`config.mk`:
```
export PLATFORM = sky130hd
export DESIGN_NAME = decode_stage
export DESIGN_NICKNAME = d
export VERILOG_FILES = /design/src/rtl/cpu_pkg.sv /design/src/rtl/hazard_detect.sv /design/src/rtl/decode_stage.sv
export SDC_FILE = /design/constraint.sdc
export NUM_CORES = 1
export LEC_CHECK = 0
export CAP_MARGIN = 15
export CORE_MARGIN = 2
export CORE_UTILIZATION = 30
export CTS_CLUSTER_DIAMETER = 80
export CTS_CLUSTER_SIZE = 16
export DETAILED_ROUTE_END_ITERATION = 8
export MAX_ROUTING_LAYER = met4
export SETUP_SLACK_MARGIN = 0.05
export SYNTH_ARGS = -nofsm -noshare
export SYNTH_HDL_FRONTEND = slang
export SYNTH_SLANG_ARGS = --single-unit
```
`constraint.sdc`:
```
create_clock -name clk -period 5.3 [get_ports clk]
set_clock_uncertainty 0.05 [all_clocks]
set_input_delay 0.53 -clock clk [delete_from_list [all_inputs] [get_ports clk]]
set_output_delay 0.53 -clock clk [all_outputs]
set_load 0.05 [all_outputs]
```
`src/rtl/cpu_pkg.sv`:
```
// Shared decode definitions: opcode constants, immediate-width select and
// instruction field positions.
package cpu_pkg;

  localparam logic [4:0] OP_LOAD = 5'b10000;

  typedef enum logic [1:0] {
    IMM15 = 2'b00,
    IMM19 = 2'b01,
    IMM23 = 2'b10,
    IMM28 = 2'b11
  } imm_sel_t;

  localparam int OPC_HI = 31;
  localparam int OPC_LO = 27;
  localparam int RD_HI  = 26;
  localparam int RD_LO  = 23;
  localparam int RS1_HI = 22;
  localparam int RS1_LO = 19;
  localparam int RS2_HI = 18;
  localparam int RS2_LO = 15;
  localparam int IMM_HI = 27;
  localparam int IMM_LO = 0;

  function automatic imm_sel_t imm_sel_decode(input logic [4:0] opc);
    imm_sel_t sel;
    case (opc[4:3])
      2'b00, 2'b01: sel = IMM15;
      2'b10:        sel = IMM19;
      default:      sel = opc[2] ? IMM28 : IMM23;
    endcase
    return sel;
  endfunction

endpackage

```
`src/rtl/hazard_detect.sv`:
```
// Load-use hazard compare between the instruction in decode and the one
// being fetched. r0 is hardwired zero, so it never creates a dependency.
module hazard_detect
  import cpu_pkg::*;
(
  input  logic       id_valid,
  input  logic [4:0] id_opcode,
  input  logic [3:0] id_rd,
  input  logic       if_valid,
  input  logic [3:0] rs1,
  input  logic [3:0] rs2,
  output logic       haz
);

  // Source fields are compared whatever the incoming opcode is; a false
  // positive only costs one bubble.
  assign haz = id_valid && (id_opcode == OP_LOAD) && (id_rd != 4'd0) &&
               if_valid && ((rs1 == id_rd) || (rs2 == id_rd));

endmodule

```
`src/rtl/decode_stage.sv`:
```
// Decode pipeline register: splits the fetched word into fields, selects the
// immediate width and inserts a bubble on load-use hazards.
module decode_stage
  import cpu_pkg::*;
(
  input  logic        clk,
  input  logic        rst,
  input  logic        if_valid,
  input  logic [31:0] if_instr,
  input  logic [31:0] if_pc,
  output logic        if_ready,
  input  logic        ex_stall,
  input  logic        flush,
  output logic        id_valid,
  output logic [31:0] id_pc,
  output logic [4:0]  id_opcode,
  output logic [3:0]  id_rd,
  output logic [3:0]  id_rs1,
  output logic [3:0]  id_rs2,
  output logic [27:0] id_imm_raw,
  output logic [1:0]  id_imm_sel,
  output logic [15:0] stall_cnt
);

  // Handshake: an instruction transfers on a rising edge where if_valid and
  // if_ready are both high; while if_valid=1 and if_ready=0 fetch holds
  // if_instr/if_pc. Under flush if_ready is high but the word is dropped.

  logic        id_valid_q,   id_valid_d;
  logic [31:0] id_pc_q,      id_pc_d;
  logic [31:0] id_instr_q,   id_instr_d;
  imm_sel_t    id_imm_sel_q, id_imm_sel_d;
  logic [15:0] stall_cnt_q,  stall_cnt_d;
  logic        haz;

  hazard_detect u_hazard_detect (
    .id_valid  (id_valid_q),
    .id_opcode (id_instr_q[OPC_HI:OPC_LO]),
    .id_rd     (id_instr_q[RD_HI:RD_LO]),
    .if_valid  (if_valid),
    .rs1       (if_instr[RS1_HI:RS1_LO]),
    .rs2       (if_instr[RS2_HI:RS2_LO]),
    .haz       (haz)
  );

  always_comb begin
    id_valid_d   = id_valid_q;
    id_pc_d      = id_pc_q;
    id_instr_d   = id_instr_q;
    id_imm_sel_d = id_imm_sel_q;
    stall_cnt_d  = stall_cnt_q;
    if_ready     = 1'b0;
    if (rst) begin
      if_ready = 1'b0;
    end else if (flush) begin
      if_ready     = 1'b1;
      id_valid_d   = 1'b0;
      id_imm_sel_d = IMM15;
    end else if (ex_stall) begin
      if_ready = 1'b0;
    end else if (haz) begin
      // The bubble itself clears haz, so the same word is taken next cycle.
      if_ready     = 1'b0;
      id_valid_d   = 1'b0;
      id_imm_sel_d = IMM15;
      if (stall_cnt_q != 16'hFFFF) begin
        stall_cnt_d = stall_cnt_q + 16'd1;
      end
    end else begin
      if_ready     = 1'b1;
      id_valid_d   = if_valid;
      id_pc_d      = if_pc;
      id_instr_d   = if_instr;
      id_imm_sel_d = if_valid ? imm_sel_decode(if_instr[OPC_HI:OPC_LO]) : IMM15;
    end
  end

  always_ff @(posedge clk) begin
    if (rst) begin
      id_valid_q   <= 1'b0;
      id_pc_q      <= 32'd0;
      id_instr_q   <= 32'd0;
      id_imm_sel_q <= IMM15;
      stall_cnt_q  <= 16'd0;
    end else begin
      id_valid_q   <= id_valid_d;
      id_pc_q      <= id_pc_d;
      id_instr_q   <= id_instr_d;
      id_imm_sel_q <= id_imm_sel_d;
      stall_cnt_q  <= stall_cnt_d;
    end
  end

  assign id_valid   = id_valid_q;
  assign id_pc      = id_pc_q;
  assign id_opcode  = id_instr_q[OPC_HI:OPC_LO];
  assign id_rd      = id_instr_q[RD_HI:RD_LO];
  assign id_rs1     = id_instr_q[RS1_HI:RS1_LO];
  assign id_rs2     = id_instr_q[RS2_HI:RS2_LO];
  assign id_imm_raw = id_instr_q[IMM_HI:IMM_LO];
  assign id_imm_sel = id_imm_sel_q;
  assign stall_cnt  = stall_cnt_q;

endmodule

```
After elaboration in Yosys (flattened, before gate mapping):

Cells that the tools add are included.

* add/sub/neg operators: 1
* equality and inequality tests: 6
* muxes and demuxes: 9
* bitwise operators: 3
* reductions and logical operators: 11

Operators with widths (count)
* adder 16 x 1 -> 16 bit (second input constant): 1
* inequality test 16 bit (second input constant): 1
* == test 4 bit: 2
* two-way mux 1 bit: 6
* == test 5 bit (second input constant): 1
* logical AND 1 bit: 4
* two-way mux 2 bit: 2
* one-hot mux 2 bit (2 select lines): 1
* AND reduction 4 bit: 1
* nonzero test 4 bit: 1
* OR reduction 2 bit: 2
* inverter 1 bit: 3
* AND reduction 3 bit: 1
* == test 2 x 1 -> 1 bit (second input constant): 1
* == test 2 bit (second input constant): 1
* logical NOT 2 bit: 1
* logical OR 1 bit: 1

* register bits after elaboration: 83
* input bits: 69
* logic and storage cells: 35

Depth between registers and ports, before layout:

* depth after elaboration: 9
* gate-level depth with buffers: 8
* depth with buffers taken out: 6

Hierarchy:

From an unflattened synthesis, not the netlist that was laid out.

* cells, all modules: 422
* area total of the unflattened synthesis: 3343.2 um2

Modules (own cells, without submodules)
* decode_stage: times used 1, cells each 408, area an instance 3223.1 um2, sequential area each 1661.6 um2
* hazard_detect: times used 1, cells each 14, area an instance 120.1 um2, sequential area each 0.0 um2

Worst setup path before layout:

Ideal clock, no wire load.

* path kind: register to output
* start point: register id_instr_q[26]
* end point: output if_ready
* arrival time: 2.112 ns
* setup slack: 2.608 ns
* stages on the path, launching flop included: 6
* cell sequence: dfxtp_1 -> nor4_1 -> nor3_4 -> o21ai_1 -> nand2b_1 -> a21oi_1

* longest elaborated chain between the ends: 8
* elaborated cells on any way between the ends: 11

RTL lines
* from (decl): line decode_stage.sv:31 `logic [31:0] id_instr_q, id_instr_d;`
* from (signal assigned): line decode_stage.sv:88 `id_instr_q <= id_instr_d;`
* nonzero test 4 bit: line hazard_detect.sv:17 `assign haz = id_valid && (id_opcode == OP_LOAD) && (id_rd != 4'd0) &&`
* logical AND 1 bit (2 in series): line hazard_detect.sv:17
* logical AND 1 bit (*): line hazard_detect.sv:18 `if_valid && ((rs1 == id_rd) || (rs2 == id_rd));`
* two-way mux 1 bit (*): line decode_stage.sv:61 `end else if (haz) begin`
* two-way mux 1 bit (*): line decode_stage.sv:59 `end else if (ex_stall) begin`
* two-way mux 1 bit (*): line decode_stage.sv:55 `end else if (flush) begin`
* two-way mux 1 bit (*): line decode_stage.sv:53 `if (rst) begin`
* to (decl): line decode_stage.sv:11 `output logic if_ready,`

Mark *: on every way between the ends. The rest lies on a longest branch, timed or not.

Final worst setup path:

* start point: input if_instr[20]
* end point: output if_ready

* longest elaborated chain between the ends: 7

RTL lines
* from (decl): line decode_stage.sv:9 `input logic [31:0] if_instr,`
* == test 4 bit: line hazard_detect.sv:18
* logical OR 1 bit: line hazard_detect.sv:18
* logical AND 1 bit: line hazard_detect.sv:18
* two-way mux 1 bit: line decode_stage.sv:61
* two-way mux 1 bit: line decode_stage.sv:59
* two-way mux 1 bit: line decode_stage.sv:55
* two-way mux 1 bit: line decode_stage.sv:53

No other way between the ends.

==> results.md <==
* Setup violations, final at 0
* Worst Setup Start Kind: primary input
* Number of synthesized flops with an enable pin at 0
* Most frequent cells in the layout: clkdlybuf4s50_1 (164), dfxtp_1 (83), o21ai_0 (76), nand2b_1 (65), nand4b_1 (63)
* Seq. cell area at 0.001662 mm²
* CTS tree: done
* Slew of the pin with the lowest slew margin at 1028 ps
* IO buf count at 165
* Grt ovf at 0
* Status: finished clean
* Vias in the first global route at 3,571
* Final Cycle Share at 0.6281
* Initial Utilization at 0.3066
* Footprint of the multi-input gates at 0.001937 mm²
* Power Density at 265.4 mW/mm²
* Clock sink count at 83
* Leak Pwr at 0.001853 µW
* Async SR Flop Fraction at 0
* DR vias/cell at 4.967
* Post-Layout Inst Area at 0.005759 mm²
* Sequential area share after synthesis at 0.4312
* DIE HEIGHT at 117.3 µm
* Top layer used by detailed routing: met4
* Routed Antenna Nets at 0
* Syn Area/Cell at 8.941 µm²
* Setup bufs post-CTS at 0
* Filler Cell Count at 1,259
* Placed wire-length estimate at 7463 µm
* CTS root buffer: clkbuf_16
* Post-placement cell count at 719
* Worst Path Max Fanout at 3
* Die Area at 0.01377 mm²
* Post-synthesis register bit count at 83
* DIE WIDTH at 117.3 µm
* Largest net degree at the start of global routing at 144
* Netlist Area Pre-Place at 0.003854 mm²
* Maximum clock path buffer count at 2
* Area after DPL at 0.005497 mm²
* Minimum clock period at 3329 ps
* Worst Hold Class: reg2reg
* Syn_nets at 501
* Std cell rows at 41
* Pre-antenna DRT Iters at 4
* H-tree levels at 3
* Final hold violations at 0
* Max Clk Rate at 0.3004 GHz
* CTS Buf Count at 9
* RSZ-0062 raised after global routing: no
* # DRC at 0
* Worst EP arrival at 2750 ps
* Commonest non-fill, non-tap cell in the layout: clkdlybuf4s50_1
* Synth cell types at 36
* Total power at 1529 µW
* Initial DRC Count at 217
* Req. time, crit path at 4720 ps
* CTS resizes at 0
* Worst VDD drop at 135.9 µV
* Cell Chain, Critical Path: clkdlybuf4s50_1 -> xor2_1 -> nor4_2 -> o21ai_4 -> nand2b_1 -> a21oi_1 -> clkdlybuf4s50_1
* Nets at 628
* Metal3 WL at 731 µm
* Met2 routed wirelength at 5258 µm
* Max-cap violations at 0
* Layout area overhead at 49.45%
* Yosys warns at 0
* Core area at 0.01257 mm²
* CP dominant cell by count: clkdlybuf4s50_1
* Setup TNS at 0 ps
* N_diodes at 0
* Place WS at 1709 ps
* Max_slew headroom at 0.3150
* Final-report max-slew violation count at 0
* GRT Total Usage at 0.1670
* CTS Hold Bufs at 0
* Antenna violations before repair at 0
* Slowest stage delay, CP at 710 ps
* IO Pins at 166
* Finished Layout Cells at 734
* First-pass GRT wire length at 18,180 µm
* Share of post-route cells with drive strength above 1 at 0.04626
* Syn Inst Count at 431
* Final WL at 11,310 µm
* Kind of critical path: in2out
* GP Congestion at 0.6934
* CP max stage cell: clkdlybuf4s50_1
* Total number of vias at 3,646
* Wire per inst at 15.40 µm
* M1 wire length at 5125 µm
* Dominant synthesized flop cell: dfxtp_1
* CTS clk-pin slew, worst paths at 60 ps
* Worst skew pair latency at 340 ps
* Worst Slack Setup Final at 1971 ps
* CP Capture Type: output port
-- flip-flops by register name, indices dropped and copies added, names as in the netlist --
signal      cells
id_imm_sel      2
stall_cnt      16
id_pc          32
id_valid        1
id_instr_q     32
-- power breakdown --
part | switching, µW | internal (µW) | leakage [µW] | total (µW)
logic | 169 | 123 | 0.00105 | 292
clock network | 243 | 327 | 0.000126 | 571
registers | 17.7 | 648 | 0.000677 | 666
total | 430 | 1100 | 0.00185 | 1530
-- through the flow --
step | utilization | hold WS, ps
after floorplan | - | 610.4
after global placement | 0.4373 | 409.1
after detailed placement | 0.4373 | 416.8
after CTS | 0.4582 | 429.0
after global routing | 0.4582 | 446.9
final | 0.4582 | 422.7
-- layer usage --
metal	up-vias	GRT usage
met5	-	-
met3	15	0.05691
li1	1794	-
met4	0	0.05271
met2	109	0.2591
met1	1728	0.2050
-- synthesized netlist by cell type, types with 2 or more instances --
library cell,number,area share
dfxtp_1,83,0.43
o21ai_0,76,0.099
nand2b_1,65,0.11
nand4b_1,63,0.14
clkbuf_1,27,0.026
a21oi_1,16,0.021
buf_4,14,0.027
or3_1,12,0.019
nand3_1,10,0.013
xor2_1,10,0.023
nor2_1,7,0.0068
clkbuf_2,6,0.0078
nand2_1,6,0.0058
nand4_1,5,0.0081
buf_1,3,0.0029
inv_1,3,0.0029
and2_1,2,0.0032
nor4_1,2,0.0032
nor4_2,2,0.0065
o2111ai_1,2,0.0045
or4_1,2,0.0039
-- critical path, delay by kind of cell --
family / cells / cell delay (ps)
compound gates: 2 / 210
simple gates: 2 / 670
buf+inv: 2 / 1160
xor+xnor: 1 / 190
-- path summary, 6_finish.rpt --
path | start | endpoint | slack [ps] | cells after the start
worst min register to register | id_instr_q[1] | id_instr_q[1] | 420 | 2
worst max register to register | id_instr_q[26] | id_pc[15] | 2200 | 6
worst min-delay path | id_instr_q[1] | id_instr_q[1] | 420 | 2
worst max-delay path | if_instr[20] | if_ready | 1970 | 7
-- cell families after synthesis --
kind of cell             count (synthesis)  synth area share
AO/OA/AOI/OAI                           98            0.1331
AND/OR/NAND/NOR                        183            0.3357
XOR/XNOR                                10           0.02273
adder cells (fa/ha/maj)                  1          0.003246
buffers and inverters                   55           0.07143
multiplexers                             1          0.002598
flip-flops                              83            0.4312
-- cell type report --
class                   count  area share
clock buffers              13     0.04345
repair buffers            168      0.2902
inverters                   3    0.001955
well taps                 172     0.03737
clock inverters             2    0.002172
multi-input cells         293      0.3363
flip-flops and latches     83      0.2885
Note: power is estimated with default switching activity, not from simulation.
